### src/rtl/dflow_gen_pkg.sv
// Shared widths, pacer state encoding and tuple record layout
// for the dflow generator tuple path.
package dflow_gen_pkg;

    localparam int PKT_TUPLE_WIDTH = 104;
    localparam int PKT_LEN_WIDTH   = 16;
    localparam int RATE_FRAC_BITS  = 8;
    localparam int BUCKET_WIDTH    = 24;
    localparam int IFG_BYTES       = 20;

    localparam int BUCKET_BITS = BUCKET_WIDTH + RATE_FRAC_BITS;
    localparam int COST_WIDTH  = PKT_LEN_WIDTH + 1;

    typedef enum logic {
        IDLE = 1'b0,
        PEND = 1'b1
    } pacer_state_e;

    typedef struct packed {
        logic [PKT_TUPLE_WIDTH-1:0] tuple;
        logic [PKT_LEN_WIDTH-1:0]   len;
    } tuple_rec_t;

endpackage

### src/rtl/dflow_token_bucket.sv
// Fixed-point token bucket: refill by cfg_rate, debit on release,
// clamp to [0, cap], and decide whether the held record may go.
module dflow_token_bucket
    import dflow_gen_pkg::*;
(
    input  logic                    clk,
    input  logic                    reset,
    input  logic                    cfg_enable,
    input  logic [15:0]             cfg_rate,
    input  logic [BUCKET_WIDTH-1:0] cfg_burst,
    input  logic [COST_WIDTH-1:0]   cost,
    input  logic                    release_i,
    output logic                    token_ok
);

    localparam int SW = BUCKET_BITS + 1;

    logic [BUCKET_BITS-1:0]  bucket_q;
    logic [BUCKET_BITS-1:0]  bucket_d;
    logic [BUCKET_BITS-1:0]  cap;
    logic [SW-1:0]           sum_w;
    logic [SW-1:0]           sub_w;
    logic [SW-1:0]           diff_w;
    logic [BUCKET_WIDTH-1:0] bucket_int;
    logic [BUCKET_WIDTH-1:0] cost_ext;
    logic                    oversize;

    always_comb begin
        cap      = {cfg_burst, {RATE_FRAC_BITS{1'b0}}};
        sum_w    = {1'b0, bucket_q} + SW'(cfg_rate);
        sub_w    = '0;
        if (release_i) begin
            sub_w = SW'({cost, {RATE_FRAC_BITS{1'b0}}});
        end
        diff_w   = (sum_w >= sub_w) ? (sum_w - sub_w) : '0;
        bucket_d = bucket_q;
        if (!cfg_enable) begin
            bucket_d = cap;
        end else if (diff_w > {1'b0, cap}) begin
            bucket_d = cap;
        end else begin
            bucket_d = diff_w[BUCKET_BITS-1:0];
        end
    end

    // Oversize records wait for a full bucket so they can never deadlock.
    always_comb begin
        bucket_int = bucket_q[BUCKET_BITS-1:RATE_FRAC_BITS];
        cost_ext   = BUCKET_WIDTH'(cost);
        oversize   = cost_ext > cfg_burst;
        token_ok   = 1'b0;
        if (!cfg_enable) begin
            token_ok = 1'b1;
        end else if (oversize) begin
            token_ok = (bucket_q == cap);
        end else begin
            token_ok = (bucket_int >= cost_ext);
        end
    end

    always_ff @(posedge clk) begin
        if (reset) begin
            bucket_q <= '0;
        end else begin
            bucket_q <= bucket_d;
        end
    end

endmodule

### src/rtl/dflow_tuple_pacer.sv
// Token-bucket byte-rate shaper between tuple generator and packet builder.
// Optional counters are built when DFLOW_PACER_STATS_EN is defined.
module dflow_tuple_pacer
    import dflow_gen_pkg::*;
(
    input  logic                       clk,
    input  logic                       reset,
    input  logic                       cfg_enable,
    input  logic [15:0]                cfg_rate,
    input  logic [BUCKET_WIDTH-1:0]    cfg_burst,
    input  logic [PKT_TUPLE_WIDTH-1:0] five_tuple_data_in,
    input  logic [PKT_LEN_WIDTH-1:0]   pkt_len_in,
    input  logic                       tuple_in_vld,
    output logic                       tuple_in_ready,
    output logic [PKT_TUPLE_WIDTH-1:0] five_tuple_data_out,
    output logic [PKT_LEN_WIDTH-1:0]   pkt_len_out,
    output logic                       tuple_out_vld,
    input  logic                       tuple_out_ready,
    output logic [31:0]                stat_pkt_cnt,
    output logic [47:0]                stat_byte_cnt,
    output logic [31:0]                stat_stall_cnt
);

    pacer_state_e            state_q;
    pacer_state_e            state_d;
    tuple_rec_t              hold_q;
    tuple_rec_t              hold_d;
    tuple_rec_t              out_q;
    tuple_rec_t              out_d;
    logic                    out_vld_q;
    logic                    out_vld_d;
    logic                    out_space;
    logic                    token_ok;
    logic                    rel;
    logic                    accept;
    logic [COST_WIDTH-1:0]   cost;

    always_comb begin
        cost = {1'b0, hold_q.len} + COST_WIDTH'(IFG_BYTES);
    end

    dflow_token_bucket u_bucket (
        .clk        (clk),
        .reset      (reset),
        .cfg_enable (cfg_enable),
        .cfg_rate   (cfg_rate),
        .cfg_burst  (cfg_burst),
        .cost       (cost),
        .release_i  (rel),
        .token_ok   (token_ok)
    );

    always_comb begin
        out_space      = !out_vld_q || tuple_out_ready;
        rel            = (state_q == PEND) && out_space && token_ok;
        tuple_in_ready = (state_q == IDLE) || rel;
        accept         = tuple_in_vld && tuple_in_ready;

        state_d = state_q;
        hold_d  = hold_q;
        if (accept) begin
            hold_d.tuple = five_tuple_data_in;
            hold_d.len   = pkt_len_in;
        end
        unique case (state_q)
            IDLE: if (accept) state_d = PEND;
            PEND: if (rel && !accept) state_d = IDLE;
            default: state_d = IDLE;
        endcase

        out_d     = out_q;
        out_vld_d = out_vld_q;
        if (rel) begin
            out_d     = hold_q;
            out_vld_d = 1'b1;
        end else if (tuple_out_ready) begin
            out_vld_d = 1'b0;
        end
    end

    always_ff @(posedge clk) begin
        if (reset) begin
            state_q   <= IDLE;
            hold_q    <= '0;
            out_q     <= '0;
            out_vld_q <= 1'b0;
        end else begin
            state_q   <= state_d;
            hold_q    <= hold_d;
            out_q     <= out_d;
            out_vld_q <= out_vld_d;
        end
    end

    assign five_tuple_data_out = out_q.tuple;
    assign pkt_len_out         = out_q.len;
    assign tuple_out_vld       = out_vld_q;

`ifdef DFLOW_PACER_STATS_EN
    logic [31:0] pkt_cnt_q;
    logic [31:0] pkt_cnt_d;
    logic [47:0] byte_cnt_q;
    logic [47:0] byte_cnt_d;
    logic [31:0] stall_cnt_q;
    logic [31:0] stall_cnt_d;

    always_comb begin
        pkt_cnt_d   = pkt_cnt_q;
        byte_cnt_d  = byte_cnt_q;
        stall_cnt_d = stall_cnt_q;
        if (out_vld_q && tuple_out_ready) begin
            pkt_cnt_d  = pkt_cnt_q + 32'd1;
            byte_cnt_d = byte_cnt_q + 48'(out_q.len);
        end
        if ((state_q == PEND) && out_space && !token_ok) begin
            stall_cnt_d = stall_cnt_q + 32'd1;
        end
    end

    always_ff @(posedge clk) begin
        if (reset) begin
            pkt_cnt_q   <= '0;
            byte_cnt_q  <= '0;
            stall_cnt_q <= '0;
        end else begin
            pkt_cnt_q   <= pkt_cnt_d;
            byte_cnt_q  <= byte_cnt_d;
            stall_cnt_q <= stall_cnt_d;
        end
    end

    assign stat_pkt_cnt   = pkt_cnt_q;
    assign stat_byte_cnt  = byte_cnt_q;
    assign stat_stall_cnt = stall_cnt_q;
`else
    assign stat_pkt_cnt   = '0;
    assign stat_byte_cnt  = '0;
    assign stat_stall_cnt = '0;
`endif

endmodule
### config.mk
export PLATFORM = sky130hd
export DESIGN_NAME = dflow_tuple_pacer
export DESIGN_NICKNAME = d
export VERILOG_FILES = /design/src/rtl/dflow_gen_pkg.sv /design/src/rtl/dflow_token_bucket.sv /design/src/rtl/dflow_tuple_pacer.sv
export SDC_FILE = /design/constraint.sdc
export NUM_CORES = 1
export LEC_CHECK = 0
export CORE_AREA = 2 2 142 200
export DETAILED_ROUTE_END_ITERATION = 8
export DIE_AREA = 0 0 144 202
export DONT_BUFFER_PORTS = 1
export GPL_TIMING_DRIVEN = 0
export PLACE_DENSITY = 0.83
export SETUP_SLACK_MARGIN = 0.1
export SYNTH_ARGS = -nofsm -noshare
export SYNTH_HDL_FRONTEND = slang
export SYNTH_SLANG_ARGS = --single-unit
### constraint.sdc
create_clock -name clk -period 9.79 [get_ports clk]
set_input_delay 1.4685 -clock clk [delete_from_list [all_inputs] [get_ports clk]]
set_output_delay 1.4685 -clock clk [all_outputs]
set_load 0.1 [all_outputs]
==> metrics <==
status=finished clean; drt via density=5.61; hold endpoint=five_tuple_data_out[95]$_SDFFE_PP0N_; Async SR Flop Fraction=0%; Setup-failing EPs final=0; relative slew slack=25.9%; Critical Path AT=9750 ps; die width=144 um; top area cells in the synthesized netlist=dfxtp_1 34%, nand2b_1 10%, mux2i_1 8.5%, ha_1 7.1%, nand3b_1 5.6%; remaining antenna violation count after routing=0; first-pass GRT wire length=roughly 71000 um; initial antenna violation count=2; post-synthesis cell count=1815; Slew @ Worst Pin=about 1100 ps; CTS tree=yes; I/O Buffers=0; sequential-to-total area share from yosys stat=around 34%; Startpoint Class=flop; share of the synthesized area in the top cell type=33.9%; kind of critical path=reg2reg; Yosys reg bits=274; slowest stage delay, CP=400 ps; clock slew at reported path FFs=70 ps; H-tree depth=1; total wire length=46300 um; Initial Util=between 50 and 60%; EDFF count, synth=0; RSZ-0062 raised after global routing=no; most frequent cell after synthesis=dfxtp_1; CTS hold repair buffers=0; Top FF cell, synth=dfxtp_1; hold path start=hold_q[111]$_SDFFE_PP0P_; Total GRT Usage=roughly 31%; DP Worst Slack=-1120 ps; Syn Std Cell Area=16200 um2; Period minus WS final=9320 ps; WP data required=between 10000 and 15000 ps; YS warnings=0; Skew-Pair Late Insertion Delay=560 ps; final cycle utilization of the critical path=between 90 and 100%; Yosys cell types=64; worst min path class=reg2reg; Worst Path Max Fanout=19; Post-Layout Cell Count=2343; Achievable Freq=0.107 GHz; reg-to-reg startpoint=hold_q[7]$_SDFFE_PP0P_; layout cells sized above 1=a little under an eighth; Layout Nets=~2200; Sink Count=274; Yosys top cell by area=dfxtp_1; hold path depth=2; LEAKAGE=between 0.007 and 0.008 uW; root buf cell=clkbuf_16; FF+latch area=5490 um2; clock skew=19.7 ps; Pins Over Slew Limit=0; Power Density=approximately 270 nW/um2; largest net degree at the start of global routing=20; Max VDD drop=0.000250 V; post-DP HPWL=approximately 37000 um; cell mode on critical path=a21o_1; Core Region=between 20000 and 30000 um2; Filler cells=2302; Rows=just over 70; grt total ovfl=0; setup tns final=0 ps; R2R depth=42; launch point of the worst path=hold_q[7]$_SDFFE_PP0P_; Area growth syn-to-layout=11.2%; drt drc=0; vias in the first global route=13299; Max Cap Violations=0; crit end category=flop; gpl congestion=1.07; slowest CP cell=dfxtp_1; TritonCTS Buffers=25; final count of hold timing violations=0; PnR worst setup slack=~470 ps; total number of vias=13135; Die H=202 um; Initial DRC Count=between 700 and 800; CTS Buffer Depth=3; Worst R2R End=u_bucket.bucket_q[24]$_SDFF_PP0_; area occupied by multi-input gates=between 9000 and 10000 um2; Routed WL per cell=19.8 um; R2R Setup Slk=470 ps; Pre-antenna DRT Iters=6; DP Cell Count=2299; post-synthesis average cell area=8.90 um2; Top Ports=399; synth cell count leaders=274 x dfxtp_1, 267 x nand2b_1, 147 x o21ai_0; die footprint=29100 um2
## routing by layer
layer / wire, um / global-route usage [%] / up-vias
met5: 11 / 0 / -
met4: 2820 / 16.1 / 2
met3: 3940 / 8.98 / 147
met2: 23300 / 56.6 / 537
met1: 16300 / 31.4 / 6148
li1: - / - / 6301
## report_power, final
| part | total, uW | internal, uW | switching [uW] |
|---|---|---|---|
| clock | 975 | 525 | 449 |
| combinational | 2380 | 984 | 1400 |
| sequential | 1480 | 1230 | 251 |
## worst max-delay path, delay by kind of cell (launching register included)
kind	cells	cell delay, ps
AO/OA/AOI/OAI	19	4090
AND/OR/NAND/NOR	12	2090
buffers and inverters	6	1230
adder cells (fa/ha/maj)	3	780
flip-flops	1	400
multiplexers	1	300
XOR/XNOR	1	280
## cell type report
class	instances	area share, %
Inverter	60	1.25
Tap cell	370	2.58
Buffer	217	7.26
Timing Repair Buffer	4	0.258
Clock inverter	13	0.661
Antenna cell	2	0.0279
Clock buffer	32	3.79
Multi-Input combinational cell	1371	53.6
Sequential cell	274	30.5
## sequential cells by signal, summed over array words and instances (netlist names)
register / flops
u_bucket.bucket_q: 32
pkt_len_out: 16
tuple_out_vld: 1
hold_q: 120
five_tuple_data_out: 104
state_q: 1
## stage by stage
| stage | total power [uW] | hold WS, ps | area (um2) | utilization (%) |
|---|---|---|---|---|
| floorplan | 3300 | 453 | 16600 | - |
| global placement | 3760 | 460 | 17000 | 62.4 |
| detailed placement | 3820 | 467 | 17100 | 62.6 |
| CTS | 4800 | 480 | 17900 | 65.7 |
| global route | 5120 | 497 | 18000 | 65.8 |
| finish | 4840 | 477 | 18000 | 65.8 |
## cells in the final DEF (no fill, tap or decap), types with 9 or more instances in the layout
master and instances:
o21bai_1 9, nand4_1 25, conb_1 112, nor4_1 10
a21oi_1 46, buf_1 10, o21ai_0 147, or3b_2 12
nand3b_1 121, xnor2_1 41, nand3_1 15, mux2i_1 137
clkbuf_1 73, o21a_1 12, nand2b_1 267, nor2_1 53
xor2_1 32, buf_4 118, dfxtp_1 271, a21o_1 29
nor2b_1 26, buf_2 17, clkbuf_16 25, nor3_1 19
and3_1 13, ha_1 91, inv_1 60, nand2_1 48
## cell families (layout without fill, tap and decap cells)
logic type / count (synthesis) / after routing / share of synthesized area [%]
adder cells (fa/ha/maj): 94 / 94 / 7.37
AO/OA/AOI/OAI: 301 / 301 / 11.2
AND/OR/NAND/NOR: 641 / 641 / 24.4
flip-flops: 274 / 274 / 33.9
multiplexers: 147 / 147 / 9.35
other: 1 / 114 / 0.0232
XOR/XNOR: 76 / 76 / 4.21
buffers and inverters: 281 / 326 / 9.45
## timing repair
| action | CTS | global route |
|---|---|---|
| setup buffers | 0 | 1 |
| pin swaps | 1 | 4 |
| gates resized for setup | 10 | 13 |
| endpoints found under the setup margin | 32 | 32 |
## worst max path at each step
| stage | slack (ps) | cells after the start | end |
|---|---|---|---|
| 2_1_floorplan | 1330 | 38 | u_bucket.bucket_q[11]$_SDFF_PP0_ |
| 3_5_place_dp | -1120 | 41 | u_bucket.bucket_q[27]$_SDFF_PP0_ |
| 5_1_grt | 80 | 42 | u_bucket.bucket_q[24]$_SDFF_PP0_ |
| 4_1_cts | 140 | 40 | u_bucket.bucket_q[24]$_SDFF_PP0_ |
| 6_report | 470 | 42 | u_bucket.bucket_q[24]$_SDFF_PP0_ |
| 3_3_place_gp | -780 | 41 | u_bucket.bucket_q[24]$_SDFF_PP0_ |
Power figures use the tool's default switching activity.
